==> src/rtl/vending_machine.sv <==
// Single-product (Rs 40) coin-credit vending controller with one-cycle vend pulse and change report.
// Optional build macro VM_COIN10_EN enables coin code 2'b11 as a Rs 10 coin.
module vending_machine (
  input  logic       CLK,
  input  logic       RESET,
  input  logic [1:0] coin,
  output logic       Z,
  output logic       Change_given,
  output logic [7:0] Change_out
);

  localparam logic [2:0] S_IDLE = 3'd0;
  localparam logic [2:0] S_C10  = 3'd1;
  localparam logic [2:0] S_C20  = 3'd2;
  localparam logic [2:0] S_C30  = 3'd3;
  localparam logic [2:0] S_VEND = 3'd4;

  localparam logic [7:0] PRICE = 8'd40;

  logic [2:0] state_q, state_d;
  logic       z_q, z_d;
  logic       change_given_q, change_given_d;
  logic [7:0] change_out_q, change_out_d;
  logic [7:0] coin_val;
  logic [7:0] sum;

  function automatic logic [7:0] coin_value(input logic [1:0] code);
    case (code)
      2'b01:   coin_value = 8'd20;
      2'b10:   coin_value = 8'd50;
`ifdef VM_COIN10_EN
      2'b11:   coin_value = 8'd10;
`else
      2'b11:   coin_value = 8'd0;
`endif
      default: coin_value = 8'd0;
    endcase
  endfunction

  function automatic logic [7:0] credit_of(input logic [2:0] st);
    case (st)
      S_C10:   credit_of = 8'd10;
      S_C20:   credit_of = 8'd20;
      S_C30:   credit_of = 8'd30;
      default: credit_of = 8'd0;
    endcase
  endfunction

  function automatic logic [2:0] state_for(input logic [7:0] credit);
    case (credit)
      8'd10:   state_for = S_C10;
      8'd20:   state_for = S_C20;
      8'd30:   state_for = S_C30;
      default: state_for = S_IDLE;
    endcase
  endfunction

  // Next-state and registered-output computation; outputs default to zero outside VEND.
  always_comb begin
    state_d        = state_q;
    z_d            = 1'b0;
    change_given_d = 1'b0;
    change_out_d   = 8'd0;
    coin_val       = coin_value(coin);
    sum            = credit_of(state_q) + coin_val;
    case (state_q)
      S_IDLE, S_C10, S_C20, S_C30: begin
        if (coin_val == 8'd0) begin
          state_d = state_q;
        end else if (sum >= PRICE) begin
          state_d        = S_VEND;
          z_d            = 1'b1;
          change_out_d   = sum - PRICE;
          change_given_d = (sum != PRICE);
        end else begin
          state_d = state_for(sum);
        end
      end
      // Coins arriving during the vend cycle are dropped, not credited.
      S_VEND:  state_d = S_IDLE;
      default: state_d = S_IDLE;
    endcase
  end

  // State and output registers, cleared asynchronously by RESET.
  always_ff @(posedge CLK or posedge RESET) begin
    if (RESET) begin
      state_q        <= S_IDLE;
      z_q            <= 1'b0;
      change_given_q <= 1'b0;
      change_out_q   <= 8'd0;
    end else begin
      state_q        <= state_d;
      z_q            <= z_d;
      change_given_q <= change_given_d;
      change_out_q   <= change_out_d;
    end
  end

  assign Z            = z_q;
  assign Change_given = change_given_q;
  assign Change_out   = change_out_q;

endmodule

==> config.mk <==
export PLATFORM = sky130hd
export DESIGN_NAME = vending_machine
export DESIGN_NICKNAME = d
export VERILOG_FILES = /design/src/rtl/vending_machine.sv
export SDC_FILE = /design/constraint.sdc
export NUM_CORES = 1
export LEC_CHECK = 0
export BUFFER_PORTS_ARGS = -buffer_cell sky130_fd_sc_hd__buf_2
export CAP_MARGIN = 20
export CORE_MARGIN = 2
export CORE_UTILIZATION = 45
export CTS_CLUSTER_DIAMETER = 100
export DETAILED_ROUTE_END_ITERATION = 16
export GPL_ROUTABILITY_DRIVEN = 0
export PLACE_DENSITY = 0.78
export SYNTH_ARGS = -nofsm -noshare
export SYNTH_HDL_FRONTEND = slang
export SYNTH_SLANG_ARGS = --single-unit
==> constraint.sdc <==
create_clock -name CLK -period 3.3 [get_ports CLK]
set_input_delay 0.33 -clock CLK [delete_from_list [all_inputs] [get_ports CLK]]
set_output_delay 0.33 -clock CLK [all_outputs]
set_load 0.02 [all_outputs]
Word level (Yosys, flattened, before mapping)
Cells that the tools add are included.
Widths: inputs -> output; s select.
Storage, ports and cells
  register bits: 13
  output and inout bits: 10
  logic and storage cells: 35
Cells by class
  add/subtract/negate cells: 2
  order comparisons: 1
  equal/unequal tests: 10
  mux-type cells: 15
  reduce and logical (&&, ||, !) cells: 3
Operators by type and width (number)
  $mux 8: 3
  $eq 8x5->1 const B: 2
  $pmux 5 s3: 1
  $pmux 6 s2: 1
  $mux 3: 3
  $add 8x8->8: 1
  $eq 8x4->1 const B: 1
  $ge 8x6->1 const B: 1
  $logic_not 8->1: 1
  $ne 8x6->1 const B: 1
  $sub 8x6->8 const B: 1
  $eq 3x2->1 const B: 2
  $mux 1: 6
  $pmux 2 s3: 1
  $reduce_or 4->1: 1
  $eq 3x1->1 const B: 1
  $logic_not 3->1: 1
  $eq 2x1->1 const B: 1
  $eq 2x2->1 const B: 1
  $ne 2x2->1 const B: 1

Depth between registers and ports, before layout
  word-level depth: 8
  mapped depth: 13

Worst setup path after synthesis
Ideal clock, no wire load.
  path kind: input-to-reg
  start: input port coin[0]
  end: register change_out_q[5], in the netlist Change_out[5]
  library setup time: 0.111 ns
  data arrival time: 2.554 ns
  required time: 3.189 ns
  slack: 0.635 ns
  stages on the path: 11
  path buffers: 0
  path through: inv_1 ha_1 inv_1 ha_1 or3_1 nand2_1 inv_1 ha_1 nor3_1 o21ai_1 a2111oi_2
On the way
  word-level cells in the longest chain between the ends: 7
  elaborated cells on any way between the ends: 10
  classes of those cells: add/sub (2); order compare (1); eq/ne (2); mux (4); reduce/logical (1)
RTL lines
  start, declared: line 6  | input logic [1:0] coin,
  $eq 2x2->1 or $eq 2x1->1 (tied branches): line 28  | case (code)
  $pmux 6 s2 *: line 28
  $add 8x8->8: line 65  | sum = credit_of(state_q) + coin_val;
  $sub 8x6->8 or $ge 8x6->1 (tied branches): line 73, 70
  $mux 8: line 70  | end else if (sum >= PRICE) begin
  $mux 8 *: line 68  | if (coin_val == 8'd0) begin
  $mux 8 *: line 66  | case (state_q)
  named net change_out_d[5]: line 23  | logic [7:0] change_out_q, change_out_d;
  end signal, assigned: line 96  | change_out_q <= change_out_d;
  end, declared: line 23
The timed path passes the listed nets; every way through them passes the cells marked *.
A chain may end at the register's enable or synchronous reset.

Final worst setup path
  start: register state_q[2]
  end: register change_out_q[7], in the netlist Change_out[7]
On the way
  word-level cells in the longest chain between the ends: 7
  elaborated cells on any way between the ends: 12
  classes of those cells: add/sub (2); order compare (1); eq/ne (3); mux (4); reduce/logical (2)
RTL lines
  start, declared: line 20  | logic [2:0] state_q, state_d;
  start signal, assigned: line 93  | state_q <= state_d;
  $eq 3x2->1 or $eq 3x1->1 (tied branches): line 41, 66
  $pmux 5 s3: line 41  | case (st)
  $add 8x8->8: line 65
  $sub 8x6->8 or $ge 8x6->1 (tied branches): line 73, 70
  $mux 8: line 70
  $mux 8: line 68
  $mux 8 *: line 66
  named net change_out_d[7]: line 23
Marks and branches as above.

==> results.json <==
{
  "status": "finished clean",
  "critPathMaxStageDelay_ns": 0.45,
  "crit_arrival_ns": 2.94,
  "hp-class": "input pin to async pin",
  "cp_common_cell": "inv_1",
  "wl_um": 1452,
  "num_antenna_cells": 0,
  "max-cap-violations": 0,
  "yosysTopAreaCell": "dfrtp_1",
  "core_area_mm2": 0.001764,
  "yosysSeqAreaShare_pct": 35.19,
  "drv_slew": 0,
  "nets": 117,
  "numCtsBuffers": 3,
  "grt_pass1_wl_um": 2283,
  "postSynthAreaPerCell_um2": 9.808,
  "max_slew_margin_pct": 62.08,
  "clock.fmax_mhz": 362.9,
  "multiInputGateArea_um2": 494.2,
  "synth_ff_type": "dfrtp_1",
  "regArea_um2": 300.3,
  "place_area_um2": 937.1,
  "synth_edf_count": 0,
  "p_leak_nw": 0.5186,
  "yosys_warnings": 0,
  "drcViolationCount": 0,
  "async_flop_share_pct": 100.0,
  "post_cts_buffers": 0,
  "fin_area_um2": 973.4,
  "die_area_mm2": 0.002261,
  "grt_overflow": 0,
  "synthesis.nets": 101,
  "via_per_inst": 5.063,
  "ant_nets": 0,
  "h-tree-depth": 1,
  "critPathRequiredTime_ns": 3.48,
  "hold_violations": 0,
  "cp_slowest_cell": "dfrtp_1",
  "place_ws_ns": 0.3437,
  "clk_pin_slew_ns": 0.07,
  "synth_common_cells": "dfrtp_1 (12), inv_1 (12), nand2_1 (10)",
  "path_class": "register to register",
  "drt_iter0_drc": 6,
  "rsz0062_at_grt": "false",
  "synth_top_area_share_pct": 35.19,
  "die_h_um": 47.55,
  "grt_max_degree": 13,
  "p_per_area_mw_per_mm2": 388.7,
  "grt_pass1_vias": 561,
  "dr.pass1.iters": 4,
  "clockRootBuffer": "clkbuf_4",
  "syn-cell-area_um2": 853.3,
  "layout_setup_ws_ns": 0.5443,
  "dp_hpwl_um": 1207,
  "syn_to_final_growth_pct": 14.08,
  "setup_tns_ns": 0,
  "endpoint_kind": "register",
  "dp.cells": 123,
  "cts.sink_count": 12,
  "ir_worst_vdd_v": 0.0001441,
  "clk_latency_ns": 0.27,
  "io_pins": 14,
  "port_buffers": 12,
  "nFillCells": 173,
  "rows": 15,
  "fin_crit_ns": 2.756,
  "grtUsageTotal_pct": 15.10,
  "crit_chain": "nand2b_4, inv_4, ha_1, inv_1, fa_1, inv_1, xnor2_2, inv_1, ha_1, nand2_1, nor2_1, o211ai_2, nor3b_1",
  "syn_inst": 87,
  "clk_path_buf_depth": 2,
  "synth_area_leaders": "dfrtp_1 (35%), ha_1 (13%), inv_1 (5.3%)",
  "antenna_found_initial": 0,
  "ctsResizeCount": 0,
  "timing.hold.ws_ns": 0.03791,
  "finClkSkew_ns": 0.004104,
  "finalCritPeriodShare_pct": 83.51,
  "dr_total_vias": 643,
  "initial_utilization_pct": 48.37,
  "ys_ff_latch": 12,
  "synthDistinctLibCells": 35,
  "setup_viol": 0,
  "cts_tree": "yes",
  "worst_slew_pin_slew_ns": 0.5654,
  "final_cells": 127,
  "cts-hold-fix-buffers": 0,
  "crit_fanout": 5,
  "die_w_um": 47.55,
  "wl_per_cell_um": 11.43,
  "cp-start-kind": "register",
  "drive_gt1_share_pct": 26.47
}
-- placed cells by master, fill, tap and decap left out, types with 2 or more instances in the layout --
master     n
o21ai_1    2
inv_1     12
nand2_1   10
buf_2     12
xnor2_2    2
a22o_1     2
a21oi_1    4
a31oi_1    2
o21ai_0    3
nor2_1     3
nor3_1     2
clkbuf_4   3
and2_1     2
dfrtp_1   12
ha_1       9
-- metal layers --
layer	track usage [%]	vias to the layer above	wire (um)
met5	0	-	0
met4	11.35	0	47
met3	1.132	5	55
met2	25.14	17	704
met1	18.04	297	644
li1	-	324	-
-- sequential cells by signal (all words and copies together), names as in the netlist --
name	flops
Change_given	1
Change_out	7
Z	1
state_q	3
-- stage by stage --
stage	util, %	power [W]
finish	55.18	0.0003784
global route	55.18	0.0003976
CTS	55.18	0.0003798
detailed placement	53.12	0.0002672
global placement	53.12	0.0002633
floorplan	-	0.0002434
-- logic make-up after synthesis --
| logic type | after synthesis | share of synthesized area, % |
|---|---|---|
| multiplexers | 1 | 1.173 |
| AND/OR/NAND/NOR | 28 | 18.62 |
| XOR/XNOR | 2 | 3.812 |
| adder cells (fa/ha/maj) | 10 | 15.54 |
| AO/OA/AOI/OAI | 19 | 18.33 |
| buffers and inverters | 14 | 6.892 |
| flip-flops | 12 | 35.19 |
| other | 1 | 0.4395 |
-- report_power, final --
part | internal, W | total [W] | switching, W
clock | 0.0000671 | 0.000114 | 0.0000467
combinational | 0.0000389 | 0.000107 | 0.0000677
sequential | 0.000154 | 0.000158 | 0.00000362
total | 0.000260 | 0.000378 | 0.000118
-- cell type report --
| class | instances | area share [%] |
|---|---|---|
| timing repair buffer | 12 | 6.170 |
| sequential | 12 | 30.85 |
| clock buffer | 4 | 3.728 |
| inverter | 13 | 5.270 |
| multi-input combinational | 61 | 50.77 |
| tap | 25 | 3.213 |
-- worst max-delay path, delay by kind of cell, from the launching register on --
| family | cells | cell delay [ns] |
|---|---|---|
| compound gates | 1 | 0.18 |
| fa+ha+maj | 3 | 0.70 |
| buf+inv | 4 | 0.41 |
| flops | 1 | 0.45 |
| simple gates | 4 | 0.81 |
| xor+xnor | 1 | 0.14 |
-- path summary, 6_finish.rpt --
path | to | startpoint | slack, ns | cells past startpoint
min reg2reg | Change_out[5]$_DFF_PP0_ | state_q[2]$_DFFE_PP0P_ | 0.57 | 1
max in group asynchronous | state_q[1]$_DFFE_PP0P_ | RESET | 2.97 | 2
max reg2reg | Change_out[7]$_DFF_PP0_ | state_q[2]$_DFFE_PP0P_ | 0.54 | 13
min | Change_out[7]$_DFF_PP0_ | RESET | 0.04 | 2
max | Change_out[7]$_DFF_PP0_ | state_q[2]$_DFFE_PP0P_ | 0.54 | 13
min in group CLK | Change_out[5]$_DFF_PP0_ | coin[1] | 0.50 | 3
Power figures use the tool's default switching activity.
